## src/rtl/lsu_ctrl.sv

```systemverilog
// lsu_ctrl: single-outstanding load/store unit in front of the data memory.
// Accepts one request from execute, checks alignment, drives an 8-byte-wide
// memory port for ACCESS_LAT cycles, extends load data and returns a tagged
// response to writeback.
//
// Ports:
//   clk, rst        clock, synchronous active-high reset
//   in_valid/ready  request handshake; in_addr, in_wen, in_size, in_unsigned,
//                   in_wdata, in_rd carry the request
//   out_valid/ready response handshake; out_rdata, out_rd, out_misalign
//   mem_addr/ce/we/wdata/wmask  memory port (combinational from state)
//   mem_rdata       combinational read data from memory
//
// ACCESS_LAT must lie in 1..15.
module lsu_ctrl #(
   parameter int unsigned ACCESS_LAT = 1
) (
   input  logic        clk,
   input  logic        rst,
   input  logic        in_valid,
   output logic        in_ready,
   input  logic [63:0] in_addr,
   input  logic        in_wen,
   input  logic [1:0]  in_size,
   input  logic        in_unsigned,
   input  logic [63:0] in_wdata,
   input  logic [4:0]  in_rd,
   output logic        out_valid,
   input  logic        out_ready,
   output logic [63:0] out_rdata,
   output logic [4:0]  out_rd,
   output logic        out_misalign,
   output logic [63:0] mem_addr,
   output logic        mem_ce,
   output logic        mem_we,
   output logic [63:0] mem_wdata,
   output logic [7:0]  mem_wmask,
   input  logic [63:0] mem_rdata
);

   localparam int unsigned AW    = 64;
   localparam int unsigned DW    = 64;
   localparam int unsigned MW    = 8;
   localparam int unsigned TW    = 5;
   localparam int unsigned CNT_W = 4;

   typedef enum logic [1:0] {
      IDLE   = 2'd0,
      ACCESS = 2'd1,
      RESP   = 2'd2
   } state_t;

   state_t           state, state_nxt;
   logic [CNT_W-1:0] cnt, cnt_nxt;

   // Request registers
   logic [AW-1:0] req_addr, req_addr_nxt;
   logic          req_wen, req_wen_nxt;
   logic [1:0]    req_size, req_size_nxt;
   logic          req_uns, req_uns_nxt;
   logic [DW-1:0] req_wdata, req_wdata_nxt;

   // Next values of the registered response outputs
   logic          out_valid_nxt;
   logic [DW-1:0] out_rdata_nxt;
   logic [TW-1:0] out_rd_nxt;
   logic          out_misalign_nxt;

   logic          in_misalign;
   logic [2:0]    off;
   logic [MW-1:0] size_mask;
   logic [DW-1:0] rd_shifted;
   logic [DW-1:0] load_ext;

   assign in_ready = (state == IDLE) && !rst;
   assign off      = req_addr[2:0];

   // Alignment check on the incoming request
   always_comb begin
      in_misalign = 1'b0;
      case (in_size)
         2'd0:    in_misalign = 1'b0;
         2'd1:    in_misalign = in_addr[0];
         2'd2:    in_misalign = |in_addr[1:0];
         default: in_misalign = |in_addr[2:0];
      endcase
   end

   // Byte-lane mask for the access size, before lane shifting
   always_comb begin
      size_mask = 8'h00;
      case (req_size)
         2'd0:    size_mask = 8'h01;
         2'd1:    size_mask = 8'h03;
         2'd2:    size_mask = 8'h0F;
         default: size_mask = 8'hFF;
      endcase
   end

   // Load data: move the addressed lane to bit 0, then sign/zero-extend
   always_comb begin
      rd_shifted = mem_rdata >> {off, 3'b000};
      load_ext   = '0;
      case (req_size)
         2'd0:    load_ext = {{56{~req_uns & rd_shifted[7]}},  rd_shifted[7:0]};
         2'd1:    load_ext = {{48{~req_uns & rd_shifted[15]}}, rd_shifted[15:0]};
         2'd2:    load_ext = {{32{~req_uns & rd_shifted[31]}}, rd_shifted[31:0]};
         default: load_ext = rd_shifted;
      endcase
   end

   // Memory port; stores strobe only on the final access cycle so an
   // interrupted store never reaches memory
   always_comb begin
      mem_addr  = '0;
      mem_ce    = 1'b0;
      mem_we    = 1'b0;
      mem_wdata = '0;
      mem_wmask = '0;
      if (state == ACCESS) begin
         mem_addr  = {req_addr[AW-1:3], 3'b000};
         mem_wdata = req_wdata << {off, 3'b000};
         mem_wmask = size_mask << off;
         if (req_wen) begin
            mem_ce = (cnt == '0);
            mem_we = (cnt == '0);
         end else begin
            mem_ce = 1'b1;
         end
      end
   end

   // State and output registers
   always_ff @(posedge clk) begin
      if (rst) begin
         state        <= IDLE;
         cnt          <= '0;
         req_addr     <= '0;
         req_wen      <= 1'b0;
         req_size     <= '0;
         req_uns      <= 1'b0;
         req_wdata    <= '0;
         out_valid    <= 1'b0;
         out_rdata    <= '0;
         out_rd       <= '0;
         out_misalign <= 1'b0;
      end else begin
         state        <= state_nxt;
         cnt          <= cnt_nxt;
         req_addr     <= req_addr_nxt;
         req_wen      <= req_wen_nxt;
         req_size     <= req_size_nxt;
         req_uns      <= req_uns_nxt;
         req_wdata    <= req_wdata_nxt;
         out_valid    <= out_valid_nxt;
         out_rdata    <= out_rdata_nxt;
         out_rd       <= out_rd_nxt;
         out_misalign <= out_misalign_nxt;
      end
   end

   // Next-state and registered-output logic
   always_comb begin
      state_nxt        = state;
      cnt_nxt          = cnt;
      req_addr_nxt     = req_addr;
      req_wen_nxt      = req_wen;
      req_size_nxt     = req_size;
      req_uns_nxt      = req_uns;
      req_wdata_nxt    = req_wdata;
      out_valid_nxt    = out_valid;
      out_rdata_nxt    = out_rdata;
      out_rd_nxt       = out_rd;
      out_misalign_nxt = out_misalign;

      case (state)
         IDLE: begin
            if (in_valid && in_ready) begin
               req_addr_nxt  = in_addr;
               req_wen_nxt   = in_wen;
               req_size_nxt  = in_size;
               req_uns_nxt   = in_unsigned;
               req_wdata_nxt = in_wdata;
               out_rd_nxt    = in_rd;
               if (in_misalign) begin
                  // Fault goes straight to the response, memory untouched
                  state_nxt        = RESP;
                  out_valid_nxt    = 1'b1;
                  out_misalign_nxt = 1'b1;
                  out_rdata_nxt    = '0;
               end else begin
                  state_nxt = ACCESS;
                  cnt_nxt   = CNT_W'(ACCESS_LAT - 1);
               end
            end
         end
         ACCESS: begin
            if (cnt == '0) begin
               state_nxt        = RESP;
               out_valid_nxt    = 1'b1;
               out_misalign_nxt = 1'b0;
               out_rdata_nxt    = req_wen ? '0 : load_ext;
            end else begin
               cnt_nxt = cnt - 1'b1;
            end
         end
         RESP: begin
            if (out_ready) begin
               state_nxt     = IDLE;
               out_valid_nxt = 1'b0;
            end
         end
         default: begin
            state_nxt = IDLE;
         end
      endcase
   end

endmodule

```

## config.mk

```make
export PLATFORM = sky130hd
export DESIGN_NAME = lsu_ctrl
export DESIGN_NICKNAME = d
export VERILOG_FILES = /design/src/rtl/lsu_ctrl.sv
export SDC_FILE = /design/constraint.sdc
export NUM_CORES = 1
export LEC_CHECK = 0
export CAP_MARGIN = 20
export CORE_MARGIN = 5
export CORE_UTILIZATION = 50
export DETAILED_ROUTE_END_ITERATION = 6
export PLACE_DENSITY = 0.92
export RECOVER_POWER = 100
export SLEW_MARGIN = 20
export SYNTH_ARGS = -nofsm -noshare
export SYNTH_HDL_FRONTEND = slang
export SYNTH_SLANG_ARGS = --single-unit
```

## constraint.sdc

```tcl
create_clock -name clk -period 6.7 [get_ports clk]
set_input_delay 1.34 -clock clk [delete_from_list [all_inputs] [get_ports clk]]
set_output_delay 1.34 -clock clk [all_outputs]
set_load 0.1 [all_outputs]
```

Yosys cells after proc, flatten, opt, wreduce, memory -nomap -nowiden
Cells that the tools add are included.
{"block": "word_totals", "out_inout_bits": 210, "in_bits": 205, "word_cells": 78, "reg_bits": 209}
{"block": "classes", "n_bitwise": 4, "shifts": 3, "n_eq_ne": 12, "add_sub_neg": 1, "n_reduce_logical": 16, "mux": 31}
{"op": "two-way mux 64 bit", "n": 6}
{"op": "one-hot mux 64 bit (3 select lines)", "n": 1}
{"op": "one-hot mux 64 bit (2 select lines)", "n": 1}
{"op": "left shift 64 x 6 -> 64 bit", "n": 1}
{"op": ">> shifter 64 x 6 -> 64 bit", "n": 1}
{"op": "one-hot mux 8 bit (3 select lines)", "n": 1}
{"op": "two-way mux 4 bit", "n": 3}
{"op": "two-way mux 1 bit", "n": 9}
{"op": "two-way mux 2 bit", "n": 4}
{"op": "two-way mux 8 bit", "n": 1}
{"op": "inequality test 2 bit (second input constant)", "n": 4}
{"op": "one-hot mux 4 bit (2 select lines)", "n": 1}
{"op": "AND reduction 4 bit", "n": 2}
{"op": "left shift 8 x 3 -> 8 bit", "n": 1}
{"op": "== test 2 x 1 -> 1 bit (second input constant)", "n": 3}
{"op": "== test 2 bit (second input constant)", "n": 3}
{"op": "zero test 2 bit", "n": 3}
{"op": "one-hot mux 1 bit (3 select lines)", "n": 2}
{"op": "one-hot mux 2 bit (3 select lines)", "n": 1}
{"op": "AND reduction 5 bit", "n": 1}
{"op": "zero test 4 bit", "n": 1}
{"op": "inequality test 2 x 1 -> 1 bit (second input constant)", "n": 2}
{"op": "subtractor 4 x 1 -> 4 bit (second input constant)", "n": 1}
{"op": "bitwise AND 1 bit", "n": 3}
{"op": "other kinds (10)", "n": 11}

Logic depth before layout (Yosys ltp)
{"block": "logic_depth", "word_depth": 6, "mapped_depth": 9, "depth_no_buf": 7}

Least setup slack after synthesis
No wires, ideal clock.
{"block": "synth_timing", "kind": "flip-flop to output port", "start": "register req_addr[1]", "end": "output port mem_wmask[6]", "arrival_ps": 5991, "setup_slack_ps": -631, "path_stages_with_launch": 8, "path_buffers": 5, "required_time_ps": 5360, "cell_sequence": "dfxtp_1 > buf_6 > buf_4 > buf_6 > buf_2 > buf_2 > a211oi_1 > a2111oi_0"}
{"block": "synth_via", "elab_chain_cells": 2}
{"element": "from (decl)", "line": "57", "text": "logic [AW-1:0] req_addr, req_addr_nxt;"}
{"element": "from (signal assigned)", "line": "150", "text": "req_addr <= req_addr_nxt;"}
{"element": "left shift 8 x 3 -> 8 bit", "line": "123", "text": "mem_wmask = size_mask << off;"}
{"element": "two-way mux 8 bit", "line": "120", "text": "if (state == ACCESS) begin"}
{"element": "to (decl)", "line": "37", "text": "output logic [7:0] mem_wmask,"}
No other way between the ends.

Worst setup path after layout
{"block": "layout_timing", "start": "register req_addr[2]", "end": "output port mem_wdata[12]"}
{"block": "layout_via", "elab_chain_cells": 2}
{"element": "left shift 64 x 6 -> 64 bit", "line": "122", "text": "mem_wdata = req_wdata << {off, 3'b000};"}
{"element": "two-way mux 64 bit", "line": "120"}
{"element": "to (decl)", "line": "36", "text": "output logic [63:0] mem_wdata,"}
No other way between the ends.

==> results.py <==
metrics = {
    "setup_path": {
        "cp_data_required_time_ns": 5.36,
        "worstPathMaxFanout": 54,
        "cp_top_family": "buffers and inverters",
        "cpPeakStageDelay_ns": 0.93,
        "critPathKind": "reg -> out",
        "cp.depth": 6,
        "worstPathCellList": "buf_4 > nor2_1 > clkbuf_1 > nand2_1 > nor2_1 > clkbuf_1",
        "slowest_stage": "clkbuf_1",
        "path_buf_inv": 3,
        "start_kind": "register",
        "rr_worst_depth": 4,
        "cp_data_arrival_time_ns": 4.24,
        "end_kind": "primary output",
    },
    "layout": {
        "multi_input_area_um2": 7100,
        "drive_gt1_share_pct": 7.49,
        "fillerInstances": 1814,
        "fin_nets": 1966,
        "final_area_um2": 16700,
        "fin_util_pct": 71.1,
        "area_growth_pct": 39.4,
        "regArea_um2": 4200,
    },
    "yosys": {
        "synth_top_area_cell": "dfxtp_1",
        "synthAdderAreaFrac_pct": 0.208,
        "synth_compound_area_share_pct": 19.1,
        "yosysMostFrequentCell": "nand2_1",
        "synthTopCellsByCount": "nand2_1 (229), dfxtp_1 (209), o21ai_0 (187)",
        "asyncSetResetFlopFracSynth_pct": 0,
        "synth.distinct_cells": 55,
        "yosysWarnings": 0,
        "synth_xor_area_share_pct": 0.219,
        "synth-main-ff-cell": "dfxtp_1",
        "seq_area_frac_synth_pct": 34.9,
        "synth_edf_count": 0,
        "synthSimpleGateAreaFrac_pct": 23.1,
        "postSynthAreaPerCell_um2": 8.36,
        "synthTopCellsByArea": "dfxtp_1 (35%), o21ai_0 (7.8%), nand2b_1 (7.7%)",
        "synth_top_family_by_area": "simple AND/OR/NAND/NOR gates",
        "netlist_area_um2": 12000,
        "synthCells": 1435,
        "synth_top_area_share_pct": 34.9,
        "synthMuxAreaShare_pct": 17.0,
        "synth-seq-cells": 209,
    },
    "sta": {
        "maxSlewHeadroom_pct": -166,
        "fin_skew_ns": 0.0141,
        "rsz0062_at_grt": "no",
        "drv_slew": 84,
        "fin_ws_ns": 1.12,
        "timing.final.hold_violations": 0,
        "hold_ws_ns": 0.454,
        "fin_tns_setup_ns": 0,
        "min_period_over_period_pct": 83.3,
        "setup_viol": 0,
        "max_freq_mhz": 179,
        "worst_pin_slew_ns": 3.99,
        "period_needed_ns": 5.58,
    },
    "routing": {
        "vias_per_cell": 5.89,
        "dr.pass1.iters": 6,
        "ant_nets": 0,
        "drtIter0Drc": 1343,
        "vias": 12400,
        "routed_wl_mm": 46.4,
        "avgRoutedWirePerCell_um": 22.1,
        "drc_errors": 0,
    },
    "cts": {
        "htree_num_levels": 1,
        "ctsResizeCount": 0,
        "clk_pin_slew_worst_paths_ns": 0.06,
        "clock_path_buffers": 3,
        "cts_sinks": 209,
        "postCtsSetupBuffers": 0,
        "cts_root_buf": "clkbuf_16",
        "cts_tree": "built",
        "cts_made_buffers": 23,
        "insertion_delay_ns": 0.51,
        "hold_buffers": 0,
    },
    "floorplanning": {
        "initial_core_util_pct": 51.0,
        "core_area_um2": 23500,
        "rows": 56,
        "die_h_um": 165,
        "die_w_um": 165,
        "dieArea_um2": 27200,
        "io_pins": 415,
    },
    "global_routing": {
        "grt_use_total_pct": 32.6,
        "antenna_found_initial": 10,
        "gr-total-overflow": 0,
        "grt_pass1_vias": 12200,
        "grt_max_degree": 197,
        "grt_pass1_wl_mm": 69.6,
    },
    "pwr": {
        "p_leak_nw": 6.55,
        "p_per_area_nw_per_um2": 215,
        "ir_worst_vdd_v": 0.000209,
    },
    "placed_design": {
        "dp_hpwl_mm": 33.2,
        "placed_area_um2": 16100,
        "dp_slack_ns": 1.77,
        "place.gp.congestion": 0.957,
        "port_buffers": 411,
    },
    "flow_run": {
        "cap_violations": 1,
    },
    "worst_hold_path": {
        "min_path_type": "reg -> reg",
        "min_delay_path_depth": 2,
    },
    "outcome": {
        "status": "finished, violations left",
        "violations": "capacitance limit, slew limit",
    },
}
## cell type report
class                      instances  area share [%]
tap                              319            2.39
clock buffer                      35            4.07
timing repair buffer             427            25.1
multi-input combinational       1088            42.4
inverter                          10           0.224
clock inverter                     6           0.643
antenna                            8           0.120
sequential                       209            25.1
## worst paths after layout
kind	from	endpoint	slack, ns
worst max-delay path	req_addr[2]	mem_wdata[12]	1.12
worst min-delay path	out_rdata[0]	out_rdata[0]	0.45
worst max register to register	state[1]	out_valid	2.07
worst min register to register	out_rdata[0]	out_rdata[0]	0.45
## flip-flops by register name, summed over array words and instances, names as in the netlist
name and cells:
out_rdata 64, req_addr 64, req_wdata 64, out_rd 5
cnt 4, req_size 2, state 2, out_misalign 1
out_valid 1, req_uns 1, req_wen 1
## metal layers
| metal | part of all wire [%] | track usage [%] |
|---|---|---|
| met5 | 0.067 | 0 |
| met4 | 6.8 | 19.3 |
| met2 | 46 | 52.6 |
| met3 | 11 | 9.11 |
| met1 | 36 | 38.8 |
## kinds of logic (layout without fill, tap and decap cells)
kind of cell,after synthesis,in the layout
AOI/OAI and AO/OA,369,369
xor gates and xnor gates,3,3
adders and majority gates,2,2
buffers and inverters,140,478
DFF,209,209
muxes,152,152
other,1,11
and+or+nand+nor,559,559
## power by group
part	internal [mW]	switching (mW)	leakage [nW]	total (mW)
sequential	1.32	0.0992	1.71	1.42
clock	0.813	0.521	0.384	1.33
combinational	0.341	0.505	4.46	0.846
## worst min-delay path, delay by kind of cell, from the launching register on
kind / cells / cell delay (ns)
AOI/OAI and AO/OA: 1 / 0.06
DFF: 1 / 0.32
and+or+nand+nor: 1 / 0.04
## through the flow
| step | total power, mW | std cells |
|---|---|---|
| after floorplan | 2.00 | 1437 |
| after global placement | 2.27 | 2053 |
| after detailed placement | 2.29 | 2053 |
| after CTS | 3.63 | 2094 |
| after global routing | 3.74 | 2102 |
| final | 3.60 | 2102 |
## placed cells by master, fill, tap and decap left out, types with 4 or more instances in the layout
master / count
a221oi_1: 5
nor3_1: 8
nand2b_1: 148
mux2_2: 22
nor2_1: 67
clkbuf_1: 13
inv_1: 10
mux4_2: 39
o31ai_1: 9
a21oi_1: 57
o221ai_1: 7
diode_2: 8
a221o_1: 7
and3_1: 9
dlygate4sd3_1: 197
o21ai_0: 210
clkbuf_8: 6
dfxtp_1: 206
a22oi_1: 20
clkbuf_16: 23
buf_4: 19
o22ai_1: 16
mux2i_1: 90
a22o_1: 9
a2bb2oi_1: 4
nand2_1: 229
clkdlybuf4s50_1: 203
nor2b_1: 7
and2_1: 78
a211o_1: 8
(Power assumes the default switching activity.)
